--- src/rtl/i2c_sensor_poller.sv ---
// Command sequencer for an I2C master: one config write after enable, then a
// periodic pointer-write / two-byte read loop with bounded retry and fault latch.
module i2c_sensor_poller #(
  parameter logic [6:0]  SLAVE_ADDR  = 7'h48,
  parameter logic [7:0]  CFG_REG     = 8'h01,
  parameter logic [7:0]  CFG_VALUE   = 8'h60,
  parameter logic [7:0]  RESULT_REG  = 8'h00,
  parameter logic [15:0] PERIOD      = 16'd50000,
  parameter logic [1:0]  MAX_RETRIES = 2'd3,
  parameter logic [15:0] TIMEOUT     = 16'd4095
) (
  input  logic        clk,
  input  logic        rst_n,
  input  logic        enable,
  input  logic        i2c_ready,
  input  logic        i2c_ack,
  input  logic [15:0] i2c_read_data,
  output logic        i2c_start,
  output logic [6:0]  i2c_addr,
  output logic [15:0] i2c_data,
  output logic        i2c_rw,
  output logic        i2c_two_bytes,
  output logic [15:0] sample,
  output logic        sample_valid,
  output logic        fault,
  output logic [7:0]  nack_count,
  output logic        busy
);

  typedef enum logic [3:0] {
    S_IDLE, S_CFG_ISSUE, S_CFG_WAIT, S_PTR_ISSUE, S_PTR_WAIT,
    S_RD_ISSUE, S_RD_WAIT, S_SLEEP, S_FAULT
  } state_t;

  state_t      r_state;
  state_t      w_state_next;
  state_t      w_wait_state;
  state_t      w_retry_state;
  state_t      w_ok_state;
  logic        r_start;
  logic [15:0] r_data;
  logic        r_rw;
  logic        r_two_bytes;
  logic [15:0] r_sample;
  logic        r_sample_valid;
  logic [7:0]  r_nack_count;
  logic [1:0]  r_retries;
  logic [15:0] r_timer;
  logic        r_seen_busy;
  logic        w_issue;
  logic        w_in_wait;
  logic        w_done;
  logic        w_timeout;
  logic        w_success;
  logic        w_fail;
  logic        w_can_retry;
  logic        w_sleep_done;

  assign w_in_wait    = (r_state == S_CFG_WAIT) || (r_state == S_PTR_WAIT) || (r_state == S_RD_WAIT);
  assign w_done       = r_seen_busy && i2c_ready;
  assign w_timeout    = (r_timer >= (TIMEOUT - 16'd1));
  assign w_success    = w_in_wait && w_done && i2c_ack;
  assign w_fail       = w_in_wait && ((w_done && !i2c_ack) || (!w_done && w_timeout));
  assign w_can_retry  = (r_retries < MAX_RETRIES);
  assign w_sleep_done = (r_timer >= (PERIOD - 16'd1));

  // Per-step mapping shared by the ISSUE and WAIT states of each transaction.
  always_comb begin
    w_wait_state  = S_CFG_WAIT;
    w_retry_state = S_CFG_ISSUE;
    w_ok_state    = S_PTR_ISSUE;
    case (r_state)
      S_PTR_ISSUE, S_PTR_WAIT: begin
        w_wait_state  = S_PTR_WAIT;
        w_retry_state = S_PTR_ISSUE;
        w_ok_state    = S_RD_ISSUE;
      end
      S_RD_ISSUE, S_RD_WAIT: begin
        w_wait_state  = S_RD_WAIT;
        w_retry_state = S_RD_ISSUE;
        w_ok_state    = S_SLEEP;
      end
      default: ;
    endcase
  end

  always_ff @(posedge clk or negedge rst_n) begin
    if (!rst_n) r_state <= S_IDLE;
    else        r_state <= w_state_next;
  end

  always_comb begin
    w_state_next = r_state;
    w_issue      = 1'b0;
    case (r_state)
      S_IDLE: if (enable) w_state_next = S_CFG_ISSUE;
      S_CFG_ISSUE, S_PTR_ISSUE, S_RD_ISSUE: begin
        if (!enable) begin
          w_state_next = S_IDLE;
        end else if (i2c_ready) begin
          w_issue      = 1'b1;
          w_state_next = w_wait_state;
        end
      end
      // A WAIT always runs to completion; enable is only honoured afterwards.
      S_CFG_WAIT, S_PTR_WAIT, S_RD_WAIT: begin
        if (w_success || w_fail) begin
          if (w_fail && !w_can_retry) w_state_next = S_FAULT;
          else if (!enable)           w_state_next = S_IDLE;
          else if (w_fail)            w_state_next = w_retry_state;
          else                        w_state_next = w_ok_state;
        end
      end
      S_SLEEP: begin
        if (!enable)           w_state_next = S_IDLE;
        else if (w_sleep_done) w_state_next = S_PTR_ISSUE;
      end
      S_FAULT: if (!enable) w_state_next = S_IDLE;
      default: w_state_next = S_IDLE;
    endcase
  end

  always_ff @(posedge clk or negedge rst_n) begin
    if (!rst_n) begin
      r_start        <= 1'b0;
      r_data         <= 16'h0000;
      r_rw           <= 1'b0;
      r_two_bytes    <= 1'b0;
      r_sample       <= 16'h0000;
      r_sample_valid <= 1'b0;
      r_nack_count   <= 8'd0;
      r_retries      <= 2'd0;
      r_timer        <= 16'd0;
      r_seen_busy    <= 1'b0;
    end else begin
      r_start        <= w_issue;
      r_sample_valid <= 1'b0;

      // Timer and busy flag restart on every state change, so each WAIT/SLEEP starts at zero.
      if (w_state_next != r_state) begin
        r_timer     <= 16'd0;
        r_seen_busy <= 1'b0;
      end else begin
        if (w_in_wait || (r_state == S_SLEEP)) r_timer <= r_timer + 16'd1;
        if (w_in_wait && !i2c_ready)           r_seen_busy <= 1'b1;
      end

      case (w_state_next)
        S_CFG_ISSUE: begin
          r_data      <= {CFG_REG, CFG_VALUE};
          r_rw        <= 1'b0;
          r_two_bytes <= 1'b1;
        end
        S_PTR_ISSUE: begin
          r_data      <= {8'h00, RESULT_REG};
          r_rw        <= 1'b0;
          r_two_bytes <= 1'b0;
        end
        S_RD_ISSUE: begin
          r_data      <= 16'h0000;
          r_rw        <= 1'b1;
          r_two_bytes <= 1'b1;
        end
        default: ;
      endcase

      if ((w_state_next == S_IDLE) || w_success) r_retries <= 2'd0;
      else if (w_fail && w_can_retry)            r_retries <= r_retries + 2'd1;

      if (w_fail && (r_nack_count != 8'hFF)) r_nack_count <= r_nack_count + 8'd1;

      if (w_success && (r_state == S_RD_WAIT)) begin
        r_sample       <= i2c_read_data;
        r_sample_valid <= 1'b1;
      end
    end
  end

  assign i2c_start     = r_start;
  assign i2c_addr      = SLAVE_ADDR;
  assign i2c_data      = r_data;
  assign i2c_rw        = r_rw;
  assign i2c_two_bytes = r_two_bytes;
  assign sample        = r_sample;
  assign sample_valid  = r_sample_valid;
  assign fault         = (r_state == S_FAULT);
  assign nack_count    = r_nack_count;
  assign busy          = (r_state != S_IDLE);

endmodule

--- config.mk ---
export PLATFORM = sky130hd
export DESIGN_NAME = i2c_sensor_poller
export DESIGN_NICKNAME = d
export VERILOG_FILES = /design/src/rtl/i2c_sensor_poller.sv
export SDC_FILE = /design/constraint.sdc
export NUM_CORES = 1
export LEC_CHECK = 0
export CAP_MARGIN = 0
export CORE_MARGIN = 4
export CORE_UTILIZATION = 45
export CTS_CLUSTER_DIAMETER = 120
export CTS_CLUSTER_SIZE = 10
export DETAILED_ROUTE_END_ITERATION = 12
export PLACE_DENSITY = 0.74
export SETUP_SLACK_MARGIN = 0.5
export SYNTH_ARGS = -nofsm -noshare
export SYNTH_HDL_FRONTEND = slang
export SYNTH_SLANG_ARGS = --single-unit
--- constraint.sdc ---
create_clock -name clk -period 6.9 [get_ports clk]
set_input_delay 2.07 -clock clk [delete_from_list [all_inputs] [get_ports clk]]
set_output_delay 2.07 -clock clk [all_outputs]
set_load 0.01 [all_outputs]
==> results of run 1 <==
==> layer usage <==
| layer | track usage [%] | vias to the layer above | wire [um] | share of wire [%] |
|---|---|---|---|---|
| met1 | 22.43 | 1074 | 2670 | 45 |
| met3 | 6.238 | 5 | 570 | 9.6 |
| li1 | - | 1124 | - | - |
| met4 | 3.709 | 0 | 45 | 0.75 |
| met2 | 24.88 | 88 | 2681 | 45 |
| met5 | 0 | - | 0 | 0 |
==> logic make-up (layout without fill, tap and decap cells) <==
family / count (synthesis) / count (layout) / synth area share (%)
muxes: 2 / 2 / 0.7315
and+or+nand+nor: 149 / 149 / 26.81
buffers and inverters: 42 / 70 / 9.165
adders and majority gates: 4 / 4 / 1.721
xor gates and xnor gates: 23 / 23 / 6.928
DFF: 52 / 52 / 44.75
other: 2 / 20 / 0.2583
AOI/OAI and AO/OA: 38 / 38 / 9.639
==> registers in the layout, summed over array words and instances, names as in the netlist, 2 cells and up <==
name	count
sample	16
nack_count	8
r_retries	2
r_state	4
r_timer	16
==> area by class of cell <==
| cell class | instances | area share (%) |
|---|---|---|
| inverter | 7 | 0.7524 |
| sequential | 52 | 37.26 |
| clock inverter | 3 | 1.326 |
| timing repair buffer | 55 | 15.62 |
| clock buffer | 5 | 1.971 |
| multi-input combinational | 236 | 40.31 |
| tap | 77 | 2.759 |
==> layout by cell type, fill, tap and decap left out, types with 4 or more instances in the layout <==
cell	instances
nor3_1	13
ha_1	4
conb_1	20
nand3_1	11
xnor2_1	13
nor2_1	12
nor2b_1	5
a21oi_1	8
nand4_1	8
o211ai_1	4
xor2_1	10
nor3_2	9
clkdlybuf4s50_1	52
dfrtp_1	52
and3_1	5
nand2_1	65
inv_1	6
clkbuf_8	5
==> critical path, stage by stage <==
cell,delay (ps)
clkdlybuf4s50_1,600
and3_1,330
or3_1,420
a2111o_1,430
nand3_1,90
or3b_1,690
nor3_1,310
==> worst min path at each step <==
stage | from | end | cells after the start
after floorplan | r_retries[1]$_DFFE_PN0P_ | r_retries[1]$_DFFE_PN0P_ | 2
after global placement | sample[4]$_DFFE_PN0P_ | sample[4]$_DFFE_PN0P_ | 2
after detailed placement | sample[4]$_DFFE_PN0P_ | sample[4]$_DFFE_PN0P_ | 2
after CTS | sample[10]$_DFFE_PN0P_ | sample[10]$_DFFE_PN0P_ | 2
after global routing | sample[7]$_DFFE_PN0P_ | sample[7]$_DFFE_PN0P_ | 2
final | sample[13]$_DFFE_PN0P_ | sample[13]$_DFFE_PN0P_ | 2
==> synth_stat cells, types with 2 or more instances <==
cell / n
nand2_1: 65
or3_1: 3
xor2_1: 10
o211ai_1: 4
nand3b_1: 2
a211oi_1: 2
a21oi_1: 8
inv_1: 6
dfrtp_1: 52
a21o_1: 2
and3_1: 5
nand3_1: 11
nor3_2: 9
or3b_2: 2
conb_1: 2
nor3_1: 13
nor2_1: 12
buf_2: 2
nand4_1: 8
a31oi_1: 2
a2111oi_0: 3
ha_1: 4
and2_1: 3
clkbuf_1: 8
nor2b_1: 5
xnor2_1: 13
o21ai_0: 2
buf_4: 22
==> power groups by stage <==
stage,clock (mW),sequential (mW),combinational [mW]
6_report,0.214,0.384,0.300
5_1_grt,0.237,0.392,0.335
4_1_cts,0.223,0.383,0.303
3_5_place_dp,0,0.389,0.301
3_3_place_gp,0,0.388,0.299
2_1_floorplan,0,0.382,0.223
==> impl_metrics.tcl, run 1 <==
set metrics [dict create \
    cp_max_fo 17 \
    reg2reg_from "r_timer[0]$_DFFE_PN0P_" \
    final_util_pct 55.31 \
    r2r_end "r_timer[3]$_DFFE_PN0P_" \
    clkLatencyLatePin_ps 310 \
    diodes 0 \
    drv_cap 0 \
    clk_pin_slew_ps 100 \
    cts_num_sinks 52 \
    grt_pass1_wl_um 10320 \
    placed_cell_area_mm2 0.003364 \
    nets 382 \
    antenna_found_initial 0 \
    rows 29 \
    drc_errors 0 \
    setup_viol_count_final 0 \
    finalHoldViolations 0 \
    die_area_mm2 0.007812 \
    synth_area_mm2 0.002908 \
    seqPwrFrac_pct 42.8 \
    synth_edf_count 0 \
    drtPass1Iterations 4 \
    synth_ff_type "dfrtp_1" \
    slew_headroom_pct 30.45 \
    synthCells 312 \
    core_area_mm2 0.006314 \
    area.sequential_mm2 0.001301 \
    fin_tns_setup_ps 0 \
    setup.worst_path.start_class "input pin" \
    ys_seq_elements 52 \
    power.total_mw 0.8979 \
    cp-endpoint "r_timer[3]$_DFFE_PN0P_" \
    ys_seq_area_share_pct 44.75 \
    grt_max_degree 53 \
    fin_skew_ps 6.345 \
    power_density_mw_per_mm2 257.1 \
    cts-resized-gates 0 \
    vias 2291 \
    combPwrFrac_pct 33.4 \
    sw_frac_of_total_pct 35.55 \
    slew_viol_final 0 \
    cts_htree_levels 2 \
    die_h_um 88.39 \
    multi_input_area_mm2 0.001408 \
    dp_slack_ps 1865 \
    crit_type "input pin to register" \
    dp.cells 426 \
    start_util_pct 46.06 \
    rr_worst_depth 8 \
    achievable-frequency_ghz 0.2116 \
    fp.dieW_um 88.39 \
    netlist.area_leader.share_pct 44.75 \
    period_share_pct 68.48 \
    setup_slack_ps 2175 \
    avgSynthCellArea_um2 9.320 \
    crit_required_ps 7100 \
    ys_types 60 \
    postCtsSetupRepairBufs 0 \
    ir_drop_uv 146.9 \
    root_buffer "clkbuf_8" \
    gp_congestion 0.8603 \
    finalWirelength_um 5967 \
    ant_nets 0 \
    fin_cells 435 \
    rrSetupSlack_ps 3970 \
    hpwl_um 4251 \
    drive_gt1_share_pct 7.821 \
    p_clk_share_pct 23.8 \
    tightestPinTransition_ps 1036 \
    async_flop_share_pct 100.0 \
    grt_overflow 0 \
    cts_hold_buf 0 \
    n_fill_cell 567 \
    period_needed_ps 4725 \
    cp-end-kind "register" \
    worstPathArrival_ps 4930 \
    status "finished clean" \
    p_leak_nw 1.581 \
    cts_tree "yes" \
    rsz0062_at_grt "no" \
    ys_warn_count 0 \
    synthToLayoutAreaGrowth_pct 20.09 \
    hold_slack_ps 481.2 \
    portBuffers 53 \
    worstHoldPathType "register to register" \
    final_area_mm2 0.003492 \
    cts_made_buffers 5 \
    netSwitchingPower_mw 0.3192 \
    p_int_mw 0.5787 \
    drt_iter0_markers 132 \
    viasPerCell 5.267 \
    first_global_vias 2230 \
    clock_path_buffers 2 \
    track_usage_pct 16.40 \
    yosysTopAreaCell "dfrtp_1" \
    ys_top_cells_by_area "dfrtp_1, nand2_1, buf_4, xnor2_1, nor3_2" \
    pin_count 74 \
    post_drt_wl_per_cell_um 13.72 \
    startpoint "i2c_ready" \
]
(Power assumes the default switching activity.)
==> run 2: changes to the inputs <==
clock period = 4.65 ns   (was 6.9 ns; I/O delays follow)
==> run 2 against run 1 <==
Against the previous run:
- sequential cell count stayed put
- largest power group unchanged
- final cell count rose by 0.69%
- register-to-register slack worse by 2200 ps
- sequential power up 48%
- count of clock-buffer cells in the layout stayed put
- setup slack lost 1300 ps
==> impl_metrics.tcl, run 2 (same netlist as run 1, synthesis figures left out) <==
set metrics [dict create \
    synthToLayoutAreaGrowth_pct 20.57 \
    setup.worst_path.start_class "input pin" \
    hpwl_um 4289 \
    hold_slack_ps 480.5 \
    antenna_found_initial 0 \
    drive_gt1_share_pct 8.864 \
    clock_path_buffers 2 \
    cts_htree_levels 2 \
    cts_tree "yes" \
    cp_num_buf_inv 1 \
    period_needed_ps 3803 \
    die_area_mm2 0.007812 \
    fin_tns_setup_ps 0 \
    cts_hold_buf 0 \
    slew_headroom_pct 25.67 \
    postCtsSetupRepairBufs 0 \
    cp-end-kind "register" \
    critical-path-top-delay-family "simple AND/OR/NAND/NOR gates" \
    use_met3_pct 5.773 \
    grt_use_met1_pct 21.72 \
    fin_skew_ps 9.831 \
    diodes 0 \
    grt_pass1_wl_um 10030 \
    cts_made_buffers 5 \
    cts_num_sinks 52 \
    die_h_um 88.39 \
    grt_overflow 0 \
    nets 385 \
    worstPathArrival_ps 4020 \
    drt_iter0_markers 61 \
    use_met2_pct 24.41 \
    crit_type "input pin to register" \
    placed_cell_area_mm2 0.003395 \
    ir_drop_uv 319.1 \
    tightestPinTransition_ps 1087 \
    achievable-frequency_ghz 0.2629 \
    portBuffers 53 \
    power_density_mw_per_mm2 379.1 \
    slew_viol_final 0 \
    worstHoldPathType "register to register" \
    viasPerCell 5.221 \
    mostFrequentLayoutCells "nand2_1, dfrtp_1, clkdlybuf4s50_1" \
    drc_errors 0 \
    root_buffer "clkbuf_8" \
    track_usage_pct 15.99 \
    fp.dieW_um 88.39 \
    drv_cap 0 \
    pin_count 74 \
    start_util_pct 46.06 \
    core_area_mm2 0.006314 \
    ant_nets 0 \
    first_global_vias 2180 \
    setup_viol_count_final 0 \
    worstPathCellList "clkdlybuf4s50_1 > and3_1 > or3_1 > a2111o_1 > nand3_1 > or3b_1 > nor3_1" \
    final_area_mm2 0.003506 \
    grt_max_degree 34 \
    status "finished clean" \
    cp_slowest_stage_delay_ps 700 \
    n_fill_cell 555 \
    drtPass1Iterations 4 \
    cp_max_fo 17 \
    p_leak_nw 1.577 \
    post_drt_wl_per_cell_um 13.39 \
    period_share_pct 81.79 \
    gp_congestion 0.8700 \
    rsz0062_at_grt "no" \
    cts-resized-gates 0 \
    top_usage_layer "met2" \
    clk_pin_slew_ps 100 \
    finalHoldViolations 0 \
    crit_required_ps 4870 \
    final_common_cell "nand2_1" \
    clkLatencyLatePin_ps 310 \
    finalWirelength_um 5866 \
    cpMaxStageDelayCell "or3b_1" \
    rows 29 \
    vias 2287 \
]
[run 2: cell count changes in the layout (fill, tap and decap cells not counted)]
cell | previous run | this run
dlymetal6s2s_1 | 1 | 0
buf_4 | 1 | 5
inv_6 | 1 | 0
clkinv_2 | 0 | 1
[run 2: worst min-delay path, cell delays in order, from the launching register on]
cell and delay (ps):
dfrtp_1 350, nand2_1 50, nand2_1 50
[run 2: layer usage]
layer	share of wire (%)	wire length [um]
met1	45	2642
met2	44	2586
met3	9.7	570
met4	1.1	67
met5	0	0
[run 2: power breakdown]
part | internal (mW) | leakage [nW] | switching, mW
logic | 0.202 | 0.814 | 0.251
registers | 0.502 | 0.710 | 0.0664
clock network | 0.159 | 0.0541 | 0.148
[run 2: layout make-up]
cell class	count	area [um^2]	area share [%]
clock inverter	3	42.54	1.213
clock buffer	5	68.82	1.963
multi-input combinational	236	1408	40.15
tap	77	96.34	2.748
inverter	7	26.28	0.7495
sequential	52	1301	37.12
timing repair buffer	58	563.0	16.06
[run 2: per-stage QoR]
step / setup WS [ps] / power [mW] / utilization [%] / cells
after global routing: 722.4 / 1.420 / 55.53 / 438
after global placement: 615.9 / 1.024 / 53.77 / 430
after CTS: 855.6 / 1.342 / 55.53 / 438
final: 846.6 / 1.329 / 55.53 / 438
after floorplan: 1351 / 0.8977 / - / 330
after detailed placement: 538.7 / 1.033 / 53.77 / 430
[run 2: final timing paths]
path | depth (start not counted) | slack, ps | endpoint | from
worst max-delay path | 7 | 850 | r_timer[15]$_DFFE_PN0P_ | i2c_ack
worst min register to register | 2 | 480 | sample[13]$_DFFE_PN0P_ | sample[13]$_DFFE_PN0P_
worst max register to register | 6 | 1770 | r_timer[15]$_DFFE_PN0P_ | r_state[0]$_DFF_PN0_
min in group asynchronous | 1 | 1020 | nack_count[2]$_DFFE_PN0P_ | rst_n
worst min-delay path | 2 | 480 | sample[13]$_DFFE_PN0P_ | sample[13]$_DFFE_PN0P_
max in group asynchronous | 2 | 2850 | r_timer[2]$_DFFE_PN0P_ | rst_n
